## config.mk

```make
export PLATFORM = sky130hd
export DESIGN_NAME = alu_seq
export DESIGN_NICKNAME = d
export VERILOG_FILES = /design/src/rtl/alu_seq.sv
export SDC_FILE = /design/constraint.sdc
export NUM_CORES = 1
export LEC_CHECK = 0
export ABC_AREA = 1
export ABC_CLOCK_PERIOD_IN_PS = 5000
export BUFFER_PORTS_ARGS = -buffer_cell sky130_fd_sc_hd__clkbuf_2
export CELL_PAD_IN_SITES_DETAIL_PLACEMENT = 1
export CELL_PAD_IN_SITES_GLOBAL_PLACEMENT = 1
export CORE_UTILIZATION = 47
export DETAILED_ROUTE_END_ITERATION = 10
export GPL_TIMING_DRIVEN = 0
export PLACE_DENSITY_LB_ADDON = 0.1
export SLEW_MARGIN = 5
export SYNTH_ARGS = -nofsm -noshare
export SYNTH_HDL_FRONTEND = slang
export SYNTH_SLANG_ARGS = --single-unit
```

## constraint.sdc

```tcl
create_clock -name clk -period 5 [get_ports clk]
set_clock_uncertainty 0.05 [all_clocks]
set_input_delay 0.25 -clock clk [delete_from_list [all_inputs] [get_ports clk]]
set_output_delay 0.25 -clock clk [all_outputs]
set_load 0.01 [all_outputs]
```

## src/rtl/alu_seq.sv

```systemverilog
// ---------------------------------------------------------------------------
// alu_seq
// Multi-cycle ALU that sits beside the core datapath for wide arithmetic.
// Binary, logic and shift operations finish one cycle after they are
// accepted; decimal (BCD) ADD/SUB walks the operands one 4-bit digit per
// cycle, least significant digit first, and finishes after WIDTH/4 cycles.
// The sequencer raises start, waits for the one-cycle done pulse, then reads
// result and flags, which hold until the next completion.
//
// Parameters
//   WIDTH   operand/result width, a multiple of 4 and at least 8
//   DEC_EN  1 enables decimal mode; 0 makes the decimal input a don't-care
//
// Ports
//   clk        clock, every register updates on the rising edge
//   rst        asynchronous active-high reset
//   start      request, sampled only while busy is low
//   op         000 ADD, 001 SUB, 010 AND, 011 EOR, 100 OR, 101 SHR,
//              110 SHL, 111 reserved (returns zero)
//   decimal    BCD mode for ADD/SUB
//   a_in       operand A
//   b_in       operand B
//   carry_in   carry in for ADD/SUB, fill bit for shifts
//   busy       operation in progress
//   done       one-cycle pulse, result and flags updated this cycle
//   result     registered result
//   carry_out  registered carry
//   overflow   registered signed overflow
//   zero       registered result == 0
//   negative   registered result MSB
// ---------------------------------------------------------------------------
module alu_seq #(
   parameter int WIDTH  = 16,
   parameter bit DEC_EN = 1'b1
) (
   input  logic             clk,
   input  logic             rst,
   input  logic             start,
   input  logic [2:0]       op,
   input  logic             decimal,
   input  logic [WIDTH-1:0] a_in,
   input  logic [WIDTH-1:0] b_in,
   input  logic             carry_in,
   output logic             busy,
   output logic             done,
   output logic [WIDTH-1:0] result,
   output logic             carry_out,
   output logic             overflow,
   output logic             zero,
   output logic             negative
);

   localparam int NDIG = WIDTH / 4;
   localparam int CW   = $clog2(NDIG);

   localparam logic [2:0] OP_ADD = 3'b000;
   localparam logic [2:0] OP_SUB = 3'b001;
   localparam logic [2:0] OP_AND = 3'b010;
   localparam logic [2:0] OP_EOR = 3'b011;
   localparam logic [2:0] OP_OR  = 3'b100;
   localparam logic [2:0] OP_SHR = 3'b101;
   localparam logic [2:0] OP_SHL = 3'b110;

   typedef enum logic [1:0] {
      IDLE = 2'b00,
      BIN  = 2'b01,
      DEC  = 2'b10,
      DONE = 2'b11
   } state_t;

   state_t state, state_next;

   logic [2:0]       op_q;
   logic [WIDTH-1:0] a_q;
   logic [WIDTH-1:0] b_q;
   logic             cin_q;
   logic             dec_c;
   logic [CW-1:0]    digit_cnt;
   logic [WIDTH-5:0] acc;

   logic             accept;
   logic             dec_req;
   logic             last_digit;

   logic [WIDTH:0]   bin_sum;
   logic [WIDTH-1:0] bin_res;
   logic             bin_c;
   logic             bin_v;

   logic [4:0]       dig_sum;
   logic [4:0]       dig_adj;
   logic [3:0]       dig;
   logic             dig_c;
   logic [WIDTH-1:0] dec_final;

   // A request is taken in IDLE and also in DONE, so the sequencer can issue
   // back-to-back operations without an extra idle cycle. Decimal mode only
   // applies to ADD/SUB, which are the two opcodes with op[2:1] == 0.
   assign accept     = start && ((state == IDLE) || (state == DONE));
   assign dec_req    = DEC_EN && decimal && (op[2:1] == 2'b00);
   assign last_digit = (digit_cnt == CW'(NDIG - 1));

   assign busy = (state == BIN) || (state == DEC);
   assign done = (state == DONE);

   // State register.
   always_ff @(posedge clk or posedge rst) begin
      if (rst) begin
         state <= IDLE;
      end else begin
         state <= state_next;
      end
   end

   // Next-state logic: binary ops take one cycle, decimal ops stay in DEC
   // until the last digit has been processed, DONE lasts exactly one cycle.
   always_comb begin
      state_next = state;
      case (state)
         IDLE, DONE: begin
            if (accept) begin
               state_next = dec_req ? DEC : BIN;
            end else begin
               state_next = IDLE;
            end
         end
         BIN:     state_next = DONE;
         DEC:     state_next = last_digit ? DONE : DEC;
         default: state_next = IDLE;
      endcase
   end

   // Single-cycle datapath working on the latched operands. b_q already holds
   // the effective B (inverted for SUB), so ADD and SUB share one adder and
   // carry_in = 1 on SUB means "no borrow".
   always_comb begin
      bin_sum = {1'b0, a_q} + {1'b0, b_q} + {{WIDTH{1'b0}}, cin_q};
      bin_res = '0;
      bin_c   = 1'b0;
      bin_v   = 1'b0;
      case (op_q)
         OP_ADD, OP_SUB: begin
            bin_res = bin_sum[WIDTH-1:0];
            bin_c   = bin_sum[WIDTH];
            bin_v   = (a_q[WIDTH-1] ^ bin_sum[WIDTH-1]) &
                      (b_q[WIDTH-1] ^ bin_sum[WIDTH-1]);
         end
         OP_AND: bin_res = a_q & b_q;
         OP_EOR: bin_res = a_q ^ b_q;
         OP_OR:  bin_res = a_q | b_q;
         OP_SHR: begin
            bin_res = {cin_q, a_q[WIDTH-1:1]};
            bin_c   = a_q[0];
         end
         OP_SHL: begin
            bin_res = {a_q[WIDTH-2:0], cin_q};
            bin_c   = a_q[WIDTH-1];
         end
         default: begin
            bin_res = '0;
         end
      endcase
   end

   // One BCD digit step on the low nibble of the shifting operand registers.
   // ADD corrects sums above 9 by adding 6; SUB works on the nine's
   // complement-style ~B digit, so a sum below 16 means a borrow and is
   // corrected by adding 10. Non-BCD digits go through the same arithmetic.
   always_comb begin
      dig_sum = {1'b0, a_q[3:0]} + {1'b0, b_q[3:0]} + {4'b0000, dec_c};
      dig_adj = dig_sum;
      dig_c   = 1'b0;
      if (op_q == OP_SUB) begin
         if (dig_sum < 5'd16) begin
            dig_adj = dig_sum + 5'd10;
            dig_c   = 1'b0;
         end else begin
            dig_adj = dig_sum;
            dig_c   = 1'b1;
         end
      end else begin
         if (dig_sum > 5'd9) begin
            dig_adj = dig_sum + 5'd6;
            dig_c   = 1'b1;
         end else begin
            dig_adj = dig_sum;
            dig_c   = 1'b0;
         end
      end
      dig       = dig_adj[3:0];
      dec_final = {dig, acc};
   end

   // Operand latches and the digit-serial accumulator. Each new digit enters
   // at the top of acc so that, after the last step, {digit, acc} is the
   // complete result in the right order. Outputs only change on completion,
   // keeping partial decimal sums invisible to the sequencer.
   always_ff @(posedge clk or posedge rst) begin
      if (rst) begin
         op_q      <= '0;
         a_q       <= '0;
         b_q       <= '0;
         cin_q     <= 1'b0;
         dec_c     <= 1'b0;
         digit_cnt <= '0;
         acc       <= '0;
         result    <= '0;
         carry_out <= 1'b0;
         overflow  <= 1'b0;
         zero      <= 1'b0;
         negative  <= 1'b0;
      end else begin
         if (accept) begin
            op_q      <= op;
            a_q       <= a_in;
            b_q       <= (op == OP_SUB) ? ~b_in : b_in;
            cin_q     <= carry_in;
            dec_c     <= carry_in;
            digit_cnt <= '0;
            acc       <= '0;
         end else if (state == BIN) begin
            result    <= bin_res;
            carry_out <= bin_c;
            overflow  <= bin_v;
            zero      <= (bin_res == '0);
            negative  <= bin_res[WIDTH-1];
         end else if (state == DEC) begin
            a_q       <= a_q >> 4;
            b_q       <= b_q >> 4;
            dec_c     <= dig_c;
            acc       <= dec_final[WIDTH-1:4];
            digit_cnt <= digit_cnt + 1'b1;
            if (last_digit) begin
               result    <= dec_final;
               carry_out <= dig_c;
               overflow  <= 1'b0;
               zero      <= (dec_final == '0);
               negative  <= dec_final[WIDTH-1];
            end
         end
      end
   end

endmodule

```

==> summary.txt <==
Worst setup path
  • Setup CP Type: flip-flop to flip-flop
  • CP max stage delay: 0.50 ns
  • Critical Path AT: 3.63 ns
  • Reg2Reg Launch Point: a_q[0]$_DFFE_PP0P_
  • Reg-to-reg endpoint: result[15]$_DFFE_PP0P_
  • Crit-path cells: fa_1, fa_1, xnor2_1, ha_1, inv_1, nor2_1, a21oi_1, nand2_1, nand2_2, nand2_1, nand2_1, nand2_1, nand2_1, inv_1, nand2_1, o211ai_1, nand2_1
  • Worst setup SP type: flip-flop
  • Cell mode on critical path: nand2_1
  • Crit. End Element: flip-flop
  • WP data required: 5.16 ns
  • R2R cell count: 17
  • Critical-path top delay cell: fa_1
  • CP Max Fanout: 5
  • FF-to-FF setup slack: 1.54 ns

Placed design
  • Pre-CTS WS: 1.69 ns
  • PortBufs: 61
  • Detailed-placement wirelength estimate: 16.9 mm
  • GP Congestion: 0.922

Global route
  • Global-route wire length before repair: 33.7 mm
  • Vias in the first global route: 6154
  • Initial antenna violation count: 0
  • All-Layer GR Usage: 35.7%
  • Global route overflow: 0
  • Largest net degree at the start of global routing: 59

Synthesis
  • Most instantiated cells after synthesis: nand2_1 (196), inv_1 (104), dfrtp_1 (72)
  • Synth cell types: 43
  • Synth Area in Compound Gates: 18.0%
  • Syn. warnings: 0
  • Most common cell in the netlist: nand2_1
  • Synth Cell Area: 5600 um2
  • Synth Area in Adders: 9.92%
  • Share of the synthesized area in the top cell type: 32.2%
  • Post-synth EDFFs: 0
  • Post-Synthesis Cells: 800
  • Ys async rst share: 100%
  • Area leader, netlist: dfrtp_1
  • Synth Register Bits: 72
  • Largest family of logic cells by synthesized area: simple AND/OR/NAND/NOR gates
  • Mean post-synth cell area: 7.00 um2
  • Sequential-to-total area share from yosys stat: 32.2%
  • Synth Area in Simple Gates: 28.4%
  • Mux cell area share after synthesis: 0%
  • Xor and xnor area share after synthesis: 1.09%
  • Ys flop type: dfrtp_1
  • Post-Syn Nets: 882
  • Top cells by area, synth: dfrtp_1 (32%), nand2_1 (13%), ha_1 (8.5%)

Cells and area
  • Share of layout cells above drive strength 1: 14.0%
  • Final nets: 956
  • Area occupied by multi-input gates: 3210 um2
  • Synth-to-Final Area Change: 14.3%
  • Number of fill cells: 1539
  • Ant diodes: 0
  • FF/Latch Area: 1800 um2

Drt
  • Vias per inst: 5.94
  • DRC: 6
  • WL per Instance: 20.8 um
  • DR vias: 6067
  • Initial DRC count: 529
  • Pre-antenna DRT Iters: 11
  • Routed Wire Length: 21.2 mm
  • ANT nets after route: 0

Clock network
  • Root buf cell: clkbuf_16
  • Cts hold-fix bufs: 1
  • CTS tree: built
  • Num Clock Sinks: 72
  • Max clock buf depth: 2
  • Clk_lat worst skew: 0.34 ns
  • Post-CTS Setup Bufs: 0
  • PostCTS Resize Cnt: 0
  • H-tree lvl count: 3
  • Clock transition at path regs: 0.06 ns
  • CTS buffer count: 9

Worst hold path
  • Hold path startpoint: op[2]
  • Hold depth: 3
  • Hold path endpoint: op_q[2]$_DFFE_PP0P_
  • Worst min path class: input pin to flip-flop

STA
  • RSZ-0062 raised after global routing: false
  • Relative slew margins: 55.0%
  • Hold slack: 0.0932 ns
  • F_max: 289 MHz
  • Endpoints failing setup: 0
  • Slew @ Worst Pin: 0.675 ns
  • Post-layout min period: 3.46 ns
  • Final period util: 69.3%
  • Hold Vio Cnt, Final: 0
  • Setup TNS: 0 ns
  • Count of pins over their slew limit: 0
  • Final worst slack: 1.54 ns

Floorplanning
  • Die H: 111 um
  • Core Rows: 39
  • Die area: 12400 um2
  • IO Pins: 62
  • Placeable Area: 11500 um2
  • Starting Density: 48.6%
  • Die Span X: 111 um

Status
  • Status: complete, but fails checks
  • Failing checks: DRC

Flow run
  • Max Cap Viol: 0
[logic make-up after synthesis]
| kind of cell | after synthesis |
|---|---|
| and+or+nand+nor | 359 |
| adders and majority gates | 42 |
| AOI/OAI and AO/OA | 175 |
| xor gates and xnor gates | 7 |
| DFF | 72 |
| buffers and inverters | 145 |
[sequential cells by signal (all words and copies together), names as in the netlist]
name       cells
a_q           16
b_q           16
result        16
acc           12
op_q           3
digit_cnt      2
state          2
carry_out      1
cin_q          1
dec_c          1
overflow       1
zero           1
[layout make-up]
class	instances	share of cell area, %
Multi-Input combinational cell	583	50.2
Sequential cell	72	28.2
Inverter	115	6.79
Timing Repair Buffer	63	5.36
Clock buffer	12	4.01
Tap cell	143	2.80
Buffer	30	2.41
Clock inverter	3	0.274
[how the worst max path moves through the flow]
stage	start	endpoint	cells after the start
after global routing	a_q[0]$_DFFE_PP0P_	result[13]$_DFFE_PP0P_	17
final	a_q[0]$_DFFE_PP0P_	result[15]$_DFFE_PP0P_	17
after detailed placement	a_q[0]$_DFFE_PP0P_	result[15]$_DFFE_PP0P_	17
after global placement	a_q[0]$_DFFE_PP0P_	result[15]$_DFFE_PP0P_	17
after floorplan	a_q[0]$_DFFE_PP0P_	result[13]$_DFFE_PP0P_	17
after CTS	a_q[0]$_DFFE_PP0P_	result[15]$_DFFE_PP0P_	17
[routing by layer]
layer / vias up / global-route usage (%) / wire length (um)
li1: 2799 / - / -
met1: 2996 / 48.7 / 9430
met2: 222 / 56.7 / 9780
met3: 50 / 5.14 / 1200
met4: 0 / 14.7 / 808
met5: - / 0 / 0
[layout by cell type, fill, tap and decap left out, types with 13 or more instances in the layout]
cell      instances
a21oi_1          21
a31oi_1          14
clkbuf_1         20
clkbuf_2         61
dfrtp_1          72
ha_1             38
inv_1           103
nand2_1         196
nand3_1          50
nand4_1          15
nor2_1           58
o211ai_1         17
o21ai_0          69
o21ai_1          14
o22ai_1          30
or2_2            13
[metrics by stage]
step	utilization, %	instance area, um2	cells
2_1_floorplan	-	5600	800
5_1_grt	55.6	6400	1021
3_5_place_dp	53.1	6110	1005
4_1_cts	55.6	6400	1021
3_3_place_gp	52.8	6080	1004
6_report	55.6	6400	1021
[critical path: cells and delay by family (launching register included)]
kind | cells | cell delay (ns)
flops | 1 | 0.46
xor+xnor | 1 | 0.43
buf+inv | 2 | 0.19
fa+ha+maj | 3 | 1.16
compound gates | 2 | 0.24
simple gates | 9 | 0.77
Power is not shown: default switching activity piles up to over one toggle a cycle in this logic, so the estimate is an artifact.
